===== src/rtl/lcd_char_writer_pkg.sv =====
// lcd_char_writer_pkg: shared LCD command bytes, FSM state encoding and small helpers
package lcd_char_writer_pkg;
  localparam logic [7:0] LCD_FUNC_SET = 8'h28;
  localparam logic [7:0] LCD_ENTRY    = 8'h06;
  localparam logic [7:0] LCD_DISP_ON  = 8'h0C;
  localparam logic [7:0] LCD_CLEAR    = 8'h01;
  localparam logic [7:0] LCD_HOME     = 8'h02;
  typedef enum logic [2:0] {PWR_WAIT, INIT, IDLE, SETUP, E_HI, GAP, WAIT} state_e;
  function automatic int maxi(input int a, input int b);
    return a > b ? a : b;
  endfunction
  // Full-byte part of the init sequence, indexed 0..3
  function automatic logic [7:0] init_byte(input logic [1:0] i);
    return i == 2'd0 ? LCD_FUNC_SET : i == 2'd1 ? LCD_ENTRY : i == 2'd2 ? LCD_DISP_ON : LCD_CLEAR;
  endfunction
  // Clear and home need the long controller execution time
  function automatic logic is_slow(input logic rs, input logic [7:0] d);
    return !rs && (d == LCD_CLEAR || d == LCD_HOME);
  endfunction
endpackage


===== src/rtl/lcd_char_writer_timer.sv =====
// lcd_delay_timer: shared down-counter; load N-1 for an N-cycle interval, done when count is 0
//   clk_i   clock
//   rst_ni  async active-low reset, count returns to RST_VAL
//   load_i  load value_i this cycle
//   value_i reload value
//   done_o  count has reached 0
module lcd_delay_timer #(
  parameter int W = 1,
  parameter logic [W-1:0] RST_VAL = '0
) (
  input  logic         clk_i,
  input  logic         rst_ni,
  input  logic         load_i,
  input  logic [W-1:0] value_i,
  output logic         done_o
);
  logic [W-1:0] count_q, count_d;
  always_comb count_d = load_i ? value_i : (count_q != '0 ? count_q - 1'b1 : count_q);
  always_ff @(posedge clk_i or negedge rst_ni)
    if (!rst_ni) count_q <= RST_VAL;
    else         count_q <= count_d;
  assign done_o = count_q == '0;
endmodule


===== src/rtl/lcd_char_writer.sv =====
// lcd_char_writer: HD44780 4-bit bus writer with self-run init and valid/ready byte input
//   CCLK        system clock
//   rst_n       async active-low reset
//   in_valid/in_ready/in_rs/in_data  byte handshake (rs 0 = command, 1 = data)
//   init_done   init sequence finished, held until reset
//   LCDE/LCDRS/LCDRW/LCDDAT          LCD bus, LCDRW fixed 0
module lcd_char_writer
  import lcd_char_writer_pkg::*;
#(
  parameter int T_POWERUP = 750000,
  parameter int T_INIT1   = 205000,
  parameter int T_INIT2   = 5000,
  parameter int T_E_HIGH  = 12,
  parameter int T_SETUP   = 2,
  parameter int T_GAP     = 50,
  parameter int T_CMD     = 2000,
  parameter int T_CLEAR   = 82000
) (
  input  logic       CCLK,
  input  logic       rst_n,
  input  logic       in_valid,
  output logic       in_ready,
  input  logic       in_rs,
  input  logic [7:0] in_data,
  output logic       init_done,
  output logic       LCDE,
  output logic       LCDRS,
  output logic       LCDRW,
  output logic [3:0] LCDDAT
);
  localparam int T_MAX = maxi(maxi(maxi(T_POWERUP, T_INIT1), maxi(T_INIT2, T_E_HIGH)),
                              maxi(maxi(T_SETUP, T_GAP), maxi(T_CMD, T_CLEAR)));
  localparam int W = T_MAX > 1 ? $clog2(T_MAX) : 1;
  typedef logic [W-1:0] cnt_t;
  state_e     state_q, state_d;
  logic [2:0] step_q, step_d;
  logic [7:0] byte_q, byte_d, ib;
  logic       rsb_q, rsb_d, lo_q, lo_d, single_q, single_d, done_q, done_d;
  logic       lcdrs_q, lcdrs_d, e_q, load, tdone;
  logic [3:0] dat_q, dat_d;
  cnt_t       value, wait_val;
  lcd_delay_timer #(.W(W), .RST_VAL(cnt_t'(T_POWERUP - 1))) u_timer (
    .clk_i(CCLK), .rst_ni(rst_n), .load_i(load), .value_i(value), .done_o(tdone)
  );
  // Steps 0..3 are single init nibbles, steps 4..7 the full init bytes
  assign ib = init_byte(step_q[1:0]);
  assign wait_val = single_q ? (step_q == 3'd0 ? cnt_t'(T_INIT1 - 1) :
                                step_q == 3'd1 ? cnt_t'(T_INIT2 - 1) : cnt_t'(T_CMD - 1))
                             : (is_slow(rsb_q, byte_q) ? cnt_t'(T_CLEAR - 1) : cnt_t'(T_CMD - 1));
  always_comb begin
    state_d  = state_q;
    step_d   = step_q;
    byte_d   = byte_q;
    rsb_d    = rsb_q;
    lo_d     = lo_q;
    single_d = single_q;
    done_d   = done_q;
    lcdrs_d  = lcdrs_q;
    dat_d    = dat_q;
    load     = 1'b0;
    value    = '0;
    case (state_q)
      PWR_WAIT: if (tdone) state_d = INIT;
      INIT: begin
        state_d  = SETUP;
        load     = 1'b1;
        value    = cnt_t'(T_SETUP - 1);
        byte_d   = ib;
        rsb_d    = 1'b0;
        lcdrs_d  = 1'b0;
        lo_d     = 1'b0;
        single_d = !step_q[2];
        dat_d    = step_q[2] ? ib[7:4] : (step_q == 3'd3 ? 4'h2 : 4'h3);
      end
      IDLE: if (in_valid && in_ready) begin
        state_d  = SETUP;
        load     = 1'b1;
        value    = cnt_t'(T_SETUP - 1);
        byte_d   = in_data;
        rsb_d    = in_rs;
        lcdrs_d  = in_rs;
        lo_d     = 1'b0;
        single_d = 1'b0;
        dat_d    = in_data[7:4];
      end
      SETUP: if (tdone) begin
        state_d = E_HI;
        load    = 1'b1;
        value   = cnt_t'(T_E_HIGH - 1);
      end
      E_HI: if (tdone) begin
        state_d = GAP;
        load    = 1'b1;
        value   = cnt_t'(T_GAP - 1);
      end
      GAP: if (tdone) begin
        load    = 1'b1;
        state_d = (!single_q && !lo_q) ? SETUP : WAIT;
        value   = (!single_q && !lo_q) ? cnt_t'(T_SETUP - 1) : wait_val;
        lo_d    = lo_q || !single_q;
        dat_d   = (!single_q && !lo_q) ? byte_q[3:0] : dat_q;
      end
      WAIT: if (tdone) begin
        done_d  = done_q || step_q == 3'd7;
        state_d = done_d ? IDLE : INIT;
        step_d  = done_q ? step_q : step_q + 3'd1;
      end
      default: state_d = PWR_WAIT;
    endcase
  end
  always_ff @(posedge CCLK or negedge rst_n)
    if (!rst_n) begin
      state_q  <= PWR_WAIT;
      step_q   <= '0;
      byte_q   <= '0;
      rsb_q    <= 1'b0;
      lo_q     <= 1'b0;
      single_q <= 1'b0;
      done_q   <= 1'b0;
      lcdrs_q  <= 1'b0;
      dat_q    <= '0;
      e_q      <= 1'b0;
    end else begin
      state_q  <= state_d;
      step_q   <= step_d;
      byte_q   <= byte_d;
      rsb_q    <= rsb_d;
      lo_q     <= lo_d;
      single_q <= single_d;
      done_q   <= done_d;
      lcdrs_q  <= lcdrs_d;
      dat_q    <= dat_d;
      e_q      <= state_d == E_HI;
    end
  assign in_ready  = state_q == IDLE && done_q;
  assign init_done = done_q;
  assign LCDE      = e_q;
  assign LCDRS     = lcdrs_q;
  assign LCDDAT    = dat_q;
  assign LCDRW     = 1'b0;
endmodule

===== config.mk =====
export PLATFORM = sky130hd
export DESIGN_NAME = lcd_char_writer
export DESIGN_NICKNAME = d
export VERILOG_FILES = /design/src/rtl/lcd_char_writer_pkg.sv /design/src/rtl/lcd_char_writer_timer.sv /design/src/rtl/lcd_char_writer.sv
export SDC_FILE = /design/constraint.sdc
export NUM_CORES = 1
export LEC_CHECK = 0
export ABC_AREA = 1
export CORE_ASPECT_RATIO = 1.25
export CORE_UTILIZATION = 35
export DETAILED_ROUTE_END_ITERATION = 7
export GPL_ROUTABILITY_DRIVEN = 1
export GPL_TIMING_DRIVEN = 0
export MAX_ROUTING_LAYER = met4
export PLACE_DENSITY = 0.6
export SYNTH_ARGS = -nofsm -noshare
export SYNTH_HDL_FRONTEND = slang
export SYNTH_HIERARCHICAL = 1
export SYNTH_SLANG_ARGS = --single-unit

===== constraint.sdc =====
create_clock -name CCLK -period 2.2 [get_ports CCLK]
set_input_delay 0.44 -clock CCLK [delete_from_list [all_inputs] [get_ports CCLK]]
set_output_delay 0.44 -clock CCLK [all_outputs]
set_load 0.05 [all_outputs]

==> results.sh, run 1 <==
export IMPL_status="finished, final reports clean"
export IMPL_yosysWarnings=6
export IMPL_grt_pass1_vias=2475
export IMPL_p_leak_nw=1.73
export IMPL_syn_area_per_cell_um2=7.25
export IMPL_ys_ff_latch=43
export IMPL_place_area_mm2=0.00326
export IMPL_clockPowerShare_pct=13.5
export IMPL_stdcell_area_mm2=0.00359
export IMPL_grt_max_degree=25
export IMPL_core_mm2=0.00793
export IMPL_r2r_start="u_timer/count_q[0]"
export IMPL_finalHoldViolCount=0
export IMPL_ir_drop_uv=730
export IMPL_grt_pass1_wl_um=11500
export IMPL_cp_start_kind="flip-flop"
export IMPL_fill_cells=831
export IMPL_p_sw_share_pct=47.6
export IMPL_reg2reg_depth=14
export IMPL_endpoint_kind="output pin"
export IMPL_synth_top_family_by_area="simple AND/OR/NAND/NOR gates"
export IMPL_grt_ovfl_total=0
export IMPL_dieArea_mm2=0.00870
export IMPL_drcViolationCount=0
export IMPL_worstMarginPinSlew_ns=0.659
export IMPL_max_freq_mhz=472
export IMPL_period_minus_slack_ns=2.12
export IMPL_reg2reg_to="u_timer/count_q[8]"
export IMPL_gp_congestion=0.825
export IMPL_firstDrtPassIters=4
export IMPL_io_buffers=19
export IMPL_synth_mux_area_share_pct=0
export IMPL_cts_path_max_buffers=2
export IMPL_p_sw_w=0.00224
export IMPL_crit_type="reg2out"
export IMPL_critPathMaxFanout=9
export IMPL_grt_use_total_pct=16.8
export IMPL_slew_violations=0
export IMPL_yosysUniqueCellTypes=35
export IMPL_initial_core_util_pct=36.8
export IMPL_die_y_um=104
export IMPL_period_share_pct=96.3
export IMPL_cts_buffers_inserted=5
export IMPL_row_count=36
export IMPL_antenna_found_initial=0
export IMPL_finalSetupViolations=0
export IMPL_area_delta_synth_final_pct=23.1
export IMPL_setup_tns_final_ns=0
export IMPL_synth_simple_area_share_pct=41.9
export IMPL_drt_total_wl_um=6680
export IMPL_postRouteAntennaNets=0
export IMPL_diodes=0
export IMPL_hpwl_um=5110
export IMPL_via_per_inst=4.76
export IMPL_crit_required_ns=1.76
export IMPL_drive_above_1_share_pct=21.7
export IMPL_synth_xor_area_share_pct=2.40
export IMPL_fin_skew_ns=0.00507
export IMPL_cts_sinks=43
export IMPL_max_cap_violations=0
export IMPL_wire_per_inst_um=12.3
export IMPL_power_density_mw_per_mm2=1310
export IMPL_stdcell_count=542
export IMPL_clk_latency_ns=0.30
export IMPL_synth_compound_area_share_pct=6.53
export IMPL_layout_nets=468
export IMPL_slew_headroom_pct=55.7
export IMPL_pwr_share_comb_pct=57.0
export IMPL_die_w_um=83.6
export IMPL_clk_pin_slew_ns=0.09
export IMPL_cts_tree="yes"
export IMPL_ys_seq_area_share_pct=37.5
export IMPL_rrSetupSlack_ns=0.16
export IMPL_dp_cells=521
export IMPL_p_seq_share_pct=29.5
export IMPL_power_internal_w=0.00247
export IMPL_synth_fa_ha_area_share_pct=4.29
export IMPL_holdCritPathClass="in2async"
export IMPL_initialDrtViolationCount=93
export IMPL_syn_area_mm2=0.00291
export IMPL_layout_commonest_cell="nand2_1"
export IMPL_num_vias=2579
export IMPL_htree_num_levels=2
export IMPL_cts_root_buf="clkbuf_8"
export IMPL_ioPinCount=21
export IMPL_arrival_ns=1.68
export IMPL_layout_common_cells="nand2_1, nor2_1, inv_1"
export IMPL_synthCells=402
==> cell usage after synthesis <==
| master | number | area [um2] |
|---|---|---|
| nand2_1 | 143 | 537 |
| nor2_1 | 46 | 173 |
| inv_1 | 34 | 128 |
| dfrtp_1 | 30 | 751 |
| o21ai_0 | 24 | 120 |
| nand3_1 | 18 | 90.1 |
| dfstp_2 | 13 | 342 |
| ha_1 | 10 | 125 |
| nand4_1 | 10 | 62.6 |
| nor2_2 | 7 | 43.8 |
| nand3b_1 | 5 | 37.5 |
| nor2_4 | 5 | 56.3 |
| nor3_1 | 5 | 25.0 |
| xnor2_1 | 5 | 43.8 |
| buf_4 | 4 | 30.0 |
| inv_2 | 4 | 15.0 |
| nand2_2 | 4 | 25.0 |
| nand2_4 | 4 | 45.0 |
| nand3_2 | 4 | 40.0 |
| a21oi_1 | 3 | 15.0 |
| clkbuf_1 | 3 | 11.3 |
| o21ai_1 | 3 | 15.0 |
| xor2_1 | 3 | 26.3 |
| buf_6 | 2 | 22.5 |
| nor4_1 | 2 | 12.5 |
| o211ai_1 | 2 | 15.0 |
| conb_1 | 1 | 3.75 |
| inv_4 | 1 | 6.26 |
| nand3_4 | 1 | 17.5 |
| nand3b_4 | 1 | 20.0 |
| nor3_4 | 1 | 16.3 |
| nor4_2 | 1 | 12.5 |
| o21ai_2 | 1 | 8.76 |
| o21ai_4 | 1 | 16.3 |
| or2_2 | 1 | 6.26 |
==> worst max path at each step <==
stage / from / to / depth (start not counted)
2_1_floorplan: u_timer/count_q[0] / u_timer/count_q[10] / 14
3_3_place_gp: rst_n / init_done / 1
3_5_place_dp: u_timer/count_q[0] / u_timer/count_q[16] / 12
4_1_cts: u_timer/count_q[0] / u_timer/count_q[10] / 16
5_1_grt: u_timer/count_q[0] / u_timer/count_q[1] / 15
6_report: state_q[2] / in_ready / 5
==> through the flow <==
stage	power (W)	hold slack (ns)	setup slack (ns)	util [%]
CTS	0.00461	0.101	0.0162	44.1
finish	0.00471	0.0922	0.0814	45.3
global placement	0.00376	0.467	-0.720	41.0
global route	0.00512	0.135	-0.0113	45.3
detailed placement	0.00380	0.434	-0.614	41.1
floorplan	0.00322	0.144	0.0126	-
==> cell type report <==
cell class | count | area [um2] | share of cell area [%]
multi-input combinational | 315 | 1720 | 47.8
timing repair inverter | 1 | 8.76 | 0.244
tap | 95 | 119 | 3.31
sequential | 43 | 1090 | 30.5
clock inverter | 3 | 43.8 | 1.22
inverter | 39 | 159 | 4.43
timing repair buffer | 33 | 309 | 8.61
clock buffer | 5 | 68.8 | 1.92
buffer | 8 | 71.3 | 1.99
==> power groups by stage <==
stage | sequential [W] | clock, W | combinational [W]
2_1_floorplan | 0.00145 | 0 | 0.00177
3_3_place_gp | 0.00138 | 0 | 0.00237
3_5_place_dp | 0.00139 | 0 | 0.00241
4_1_cts | 0.00138 | 0.000658 | 0.00257
5_1_grt | 0.00143 | 0.000679 | 0.00301
6_report | 0.00139 | 0.000638 | 0.00269
==> worst max-delay path, cell delays in order (launching register included) <==
cell and delay (ns):
dfrtp_1 0.38, buf_6 0.14, inv_2 0.08, nand3_2 0.13, nor2_4 0.12, dlygate4sd2_1 0.53
==> state kept, by name, indices dropped and copies added, names as in the netlist, 3 cells and up <==
name	count
LCDDAT	4
state_q	3
byte_q	8
u_timer/count_q	20
step_q	3
==> kinds of logic after synthesis <==
logic type / after synthesis
buffers and inverters: 48
adder cells (fa/ha/maj): 10
XOR/XNOR: 8
flip-flops: 43
AO/OA/AOI/OAI: 34
other: 1
AND/OR/NAND/NOR: 258
==> repair_timing <==
action / in CTS / in global routing
pin swaps: 7 / 10
hold buffers: 0 / 0
setup buffers: 7 / 6
cloned: 1 / 0
endpoints found under the setup margin: 32 / 29
gates resized for setup: 18 / 16
==> per-layer routing <==
| metal | GRT usage [%] | wire length [um] |
|---|---|---|
| met1 | 18.9 | 2950 |
| met2 | 30.9 | 3540 |
| met3 | 2.54 | 126 |
| met4 | 4.00 | 62 |
| met5 | - | 0 |
Power figures use the tool's default switching activity.
==> inputs of run 2 (changes only) <==
--- a/config.mk
+++ b/config.mk
@@ -12,8 +12,7 @@
 export GPL_ROUTABILITY_DRIVEN = 1
 export GPL_TIMING_DRIVEN = 0
 export MAX_ROUTING_LAYER = met4
-export PLACE_DENSITY = 0.6
+export PLACE_DENSITY = 0.58
 export SYNTH_ARGS = -nofsm -noshare
 export SYNTH_HDL_FRONTEND = slang
-export SYNTH_HIERARCHICAL = 1
 export SYNTH_SLANG_ARGS = --single-unit
==> constraint.sdc (replaced) <==
create_clock -name CCLK -period 2.6 [get_ports CCLK]
set_input_delay 0.39 -clock CCLK [delete_from_list [all_inputs] [get_ports CCLK]]
set_output_delay 0.39 -clock CCLK [all_outputs]
set_load 0.05 [all_outputs]
==> run 2 against run 1 <==
- via count up 0.47%
- die area up 0.59%
- critical path depth down 1
- power down 74%
- first-iteration DRC count up 51%
- non-clock buffer count down 13
- count of clock-buffer cells in the layout unchanged
- clock power down 16%
- worst setup slack better by 0.19 ns
- global-route usage up 0.78 points
- sequential share of layout area up 1.9 points
- highest routed layer unchanged
==> results.sh, run 2 <==
export IMPL_slew_headroom_pct=66.6
export IMPL_via_per_inst=4.94
export IMPL_synth_largest_area_cell="dfrtp_1"
export IMPL_cts_sinks=43
export IMPL_synthFlopType="dfrtp_1"
export IMPL_wire_per_inst_um=13.1
export IMPL_drcViolationCount=0
export IMPL_ys_ff_latch=43
export IMPL_arrival_ns=1.94
export IMPL_r2r_start="u_timer.count_q[0]"
export IMPL_dieArea_mm2=0.00875
export IMPL_status="finished, final reports clean"
export IMPL_die_w_um=83.9
export IMPL_power_internal_w=0.000974
export IMPL_top_register="u_timer.count_q"
export IMPL_power_w=0.00124
export IMPL_p_seq_share_pct=53.8
export IMPL_grt_pass1_vias=2644
export IMPL_yosysWarnings=0
export IMPL_max_cap_violations=0
export IMPL_htree_num_levels=2
export IMPL_io_buffers=19
export IMPL_hpwl_um=5430
export IMPL_yosysTopAreaCellShare_pct=25.6
export IMPL_finalHoldViolCount=0
export IMPL_ioPinCount=21
export IMPL_slew_violations=0
export IMPL_synth_top_family_by_area="simple AND/OR/NAND/NOR gates"
export IMPL_ys_top_cells_by_area="dfrtp_1, nand2_1, dfstp_2"
export IMPL_pwr_share_comb_pct=3.1
export IMPL_layout_nets=452
export IMPL_synth_compound_area_share_pct=10.8
export IMPL_cts_path_max_buffers=2
export IMPL_gp_congestion=0.806
export IMPL_worstMarginPinSlew_ns=0.499
export IMPL_clk_pin_slew_ns=0.09
export IMPL_fin_skew_ns=0.00578
export IMPL_layout_common_cells="nand2_1, nor2_1, inv_1"
export IMPL_yosysMostFrequentCell="nand2_1"
export IMPL_rsz0062_at_grt="no"
export IMPL_postRouteAntennaNets=0
export IMPL_power_density_mw_per_mm2=368
export IMPL_synth_commonest_cells="nand2_1, nor2_1, inv_1, dfrtp_1, nand3_1"
export IMPL_ir_drop_uv=156
export IMPL_synth_mux_area_share_pct=0
export IMPL_drive_above_1_share_pct=14.4
export IMPL_row_count=36
export IMPL_syn_area_per_cell_um2=7.31
export IMPL_cts_tree="yes"
export IMPL_synth_simple_area_share_pct=36.1
export IMPL_cp_start_kind="flip-flop"
export IMPL_synthCells=401
export IMPL_syn_nets=424
export IMPL_fill_cells=857
export IMPL_synth_xor_area_share_pct=2.39
export IMPL_initial_core_util_pct=36.8
export IMPL_initialDrtViolationCount=140
export IMPL_ys_async_sr_fraction_pct=100
export IMPL_setup_tns_final_ns=0
export IMPL_hp_start="u_timer.count_q[1]"
export IMPL_startpoint="state_q[0]"
export IMPL_core_mm2=0.00797
export IMPL_max_freq_mhz=429
export IMPL_place_area_mm2=0.00326
export IMPL_area_delta_synth_final_pct=15.2
export IMPL_p_leak_nw=1.57
export IMPL_finalSetupViolations=0
export IMPL_drt_total_wl_um=6880
export IMPL_synth_edf_count=0
export IMPL_crit_type="reg2out"
export IMPL_crit_required_ns=2.21
export IMPL_layout_commonest_cell="nand2_1"
export IMPL_endpoint_kind="output pin"
export IMPL_grt_use_total_pct=17.6
export IMPL_cts_root_buf="clkbuf_8"
export IMPL_cts_buffers_inserted=5
export IMPL_p_sw_share_pct=21.6
export IMPL_synth_fa_ha_area_share_pct=4.69
export IMPL_stdcell_area_mm2=0.00338
export IMPL_holdWs_ns=0.485
export IMPL_syn_area_mm2=0.00293
export IMPL_period_minus_slack_ns=2.33
export IMPL_die_y_um=104
export IMPL_antenna_found_initial=0
export IMPL_yosysUniqueCellTypes=42
export IMPL_grt_ovfl_total=0
export IMPL_clk_latency_ns=0.30
export IMPL_period_share_pct=89.7
export IMPL_diodes=0
export IMPL_p_sw_w=0.000269
export IMPL_grt_max_degree=31
export IMPL_ys_seq_area_share_pct=37.3
export IMPL_grt_pass1_wl_um=12100
export IMPL_num_vias=2591
export IMPL_clockPowerShare_pct=43.1
export IMPL_firstDrtPassIters=4
export IMPL_rrSetupSlack_ns=0.62
export IMPL_critPathMaxFanout=6
export IMPL_largest_register_ffs=20
export IMPL_holdCritPathClass="reg2reg"
## run 2: critical path, cell delays in order (launching register included)
cell             delay [ns]
dfrtp_1                0.45
inv_2                  0.11
nand3_2                0.12
nor2_2                 0.14
clkdlybuf4s50_1        0.81
## run 2: kinds of logic after synthesis
family,after synthesis
and+or+nand+nor,224
AOI/OAI and AO/OA,57
buffers and inverters,57
DFF,43
adders and majority gates,11
xor gates and xnor gates,8
other,1
## run 2: area by class of cell
cell class                      count  area, um2  share of cell area, %
Clock inverter                      3       43.8                   1.30
Inverter                           50        193                   5.70
Buffer                              7       60.1                   1.78
Clock buffer                        5       68.8                   2.04
Timing Repair Buffer               21        215                   6.37
Multi-Input combinational cell    301       1590                   47.0
Tap cell                           95        119                   3.52
Sequential cell                    43       1090                   32.3
## run 2: power by group through the flow
stage                 logic, W  clock network, W  registers [W]
finish               0.0000388          0.000535       0.000669
global route         0.0000437          0.000572       0.000669
CTS                  0.0000401          0.000550       0.000669
detailed placement   0.0000389                 0       0.000682
global placement     0.0000357                 0       0.000682
floorplan           0.00000509                 0       0.000682
## run 2: repair_timing
item,CTS,global route
gates resized for setup,0,0
buffers inserted,0,0
hold buffers,1,0
hold endpoints to repair,9,0
## run 2: worst paths after layout
| check | end | cells past startpoint |
|---|---|---|
| max in group asynchronous | u_timer.count_q[16] | 3 |
| worst max-delay path | in_ready | 4 |
| worst max register to register | u_timer.count_q[9] | 8 |
| worst min register to register | u_timer.count_q[1] | 2 |
| worst min-delay path | u_timer.count_q[1] | 2 |
| min in group asynchronous | state_q[2] | 2 |
## run 2: metrics by stage
stage / setup slack [ns] / utilization (%) / cells
4_1_cts: 0.255 / 42.4 / 525
2_1_floorplan: 0.496 / - / 401
3_5_place_dp: 0.601 / 40.8 / 516
6_report: 0.269 / 42.4 / 525
3_3_place_gp: -0.115 / 40.6 / 515
5_1_grt: 0.169 / 42.4 / 525
## run 2: routing by layer
layer | up-vias | global-route usage [%] | part of all wire [%]
met5 | - | - | 0
met4 | 0 | 5.30 | 1.6
met3 | 11 | 2.14 | 2.3
met2 | 34 | 31.8 | 53
met1 | 1203 | 20.1 | 43
li1 | 1343 | - | -
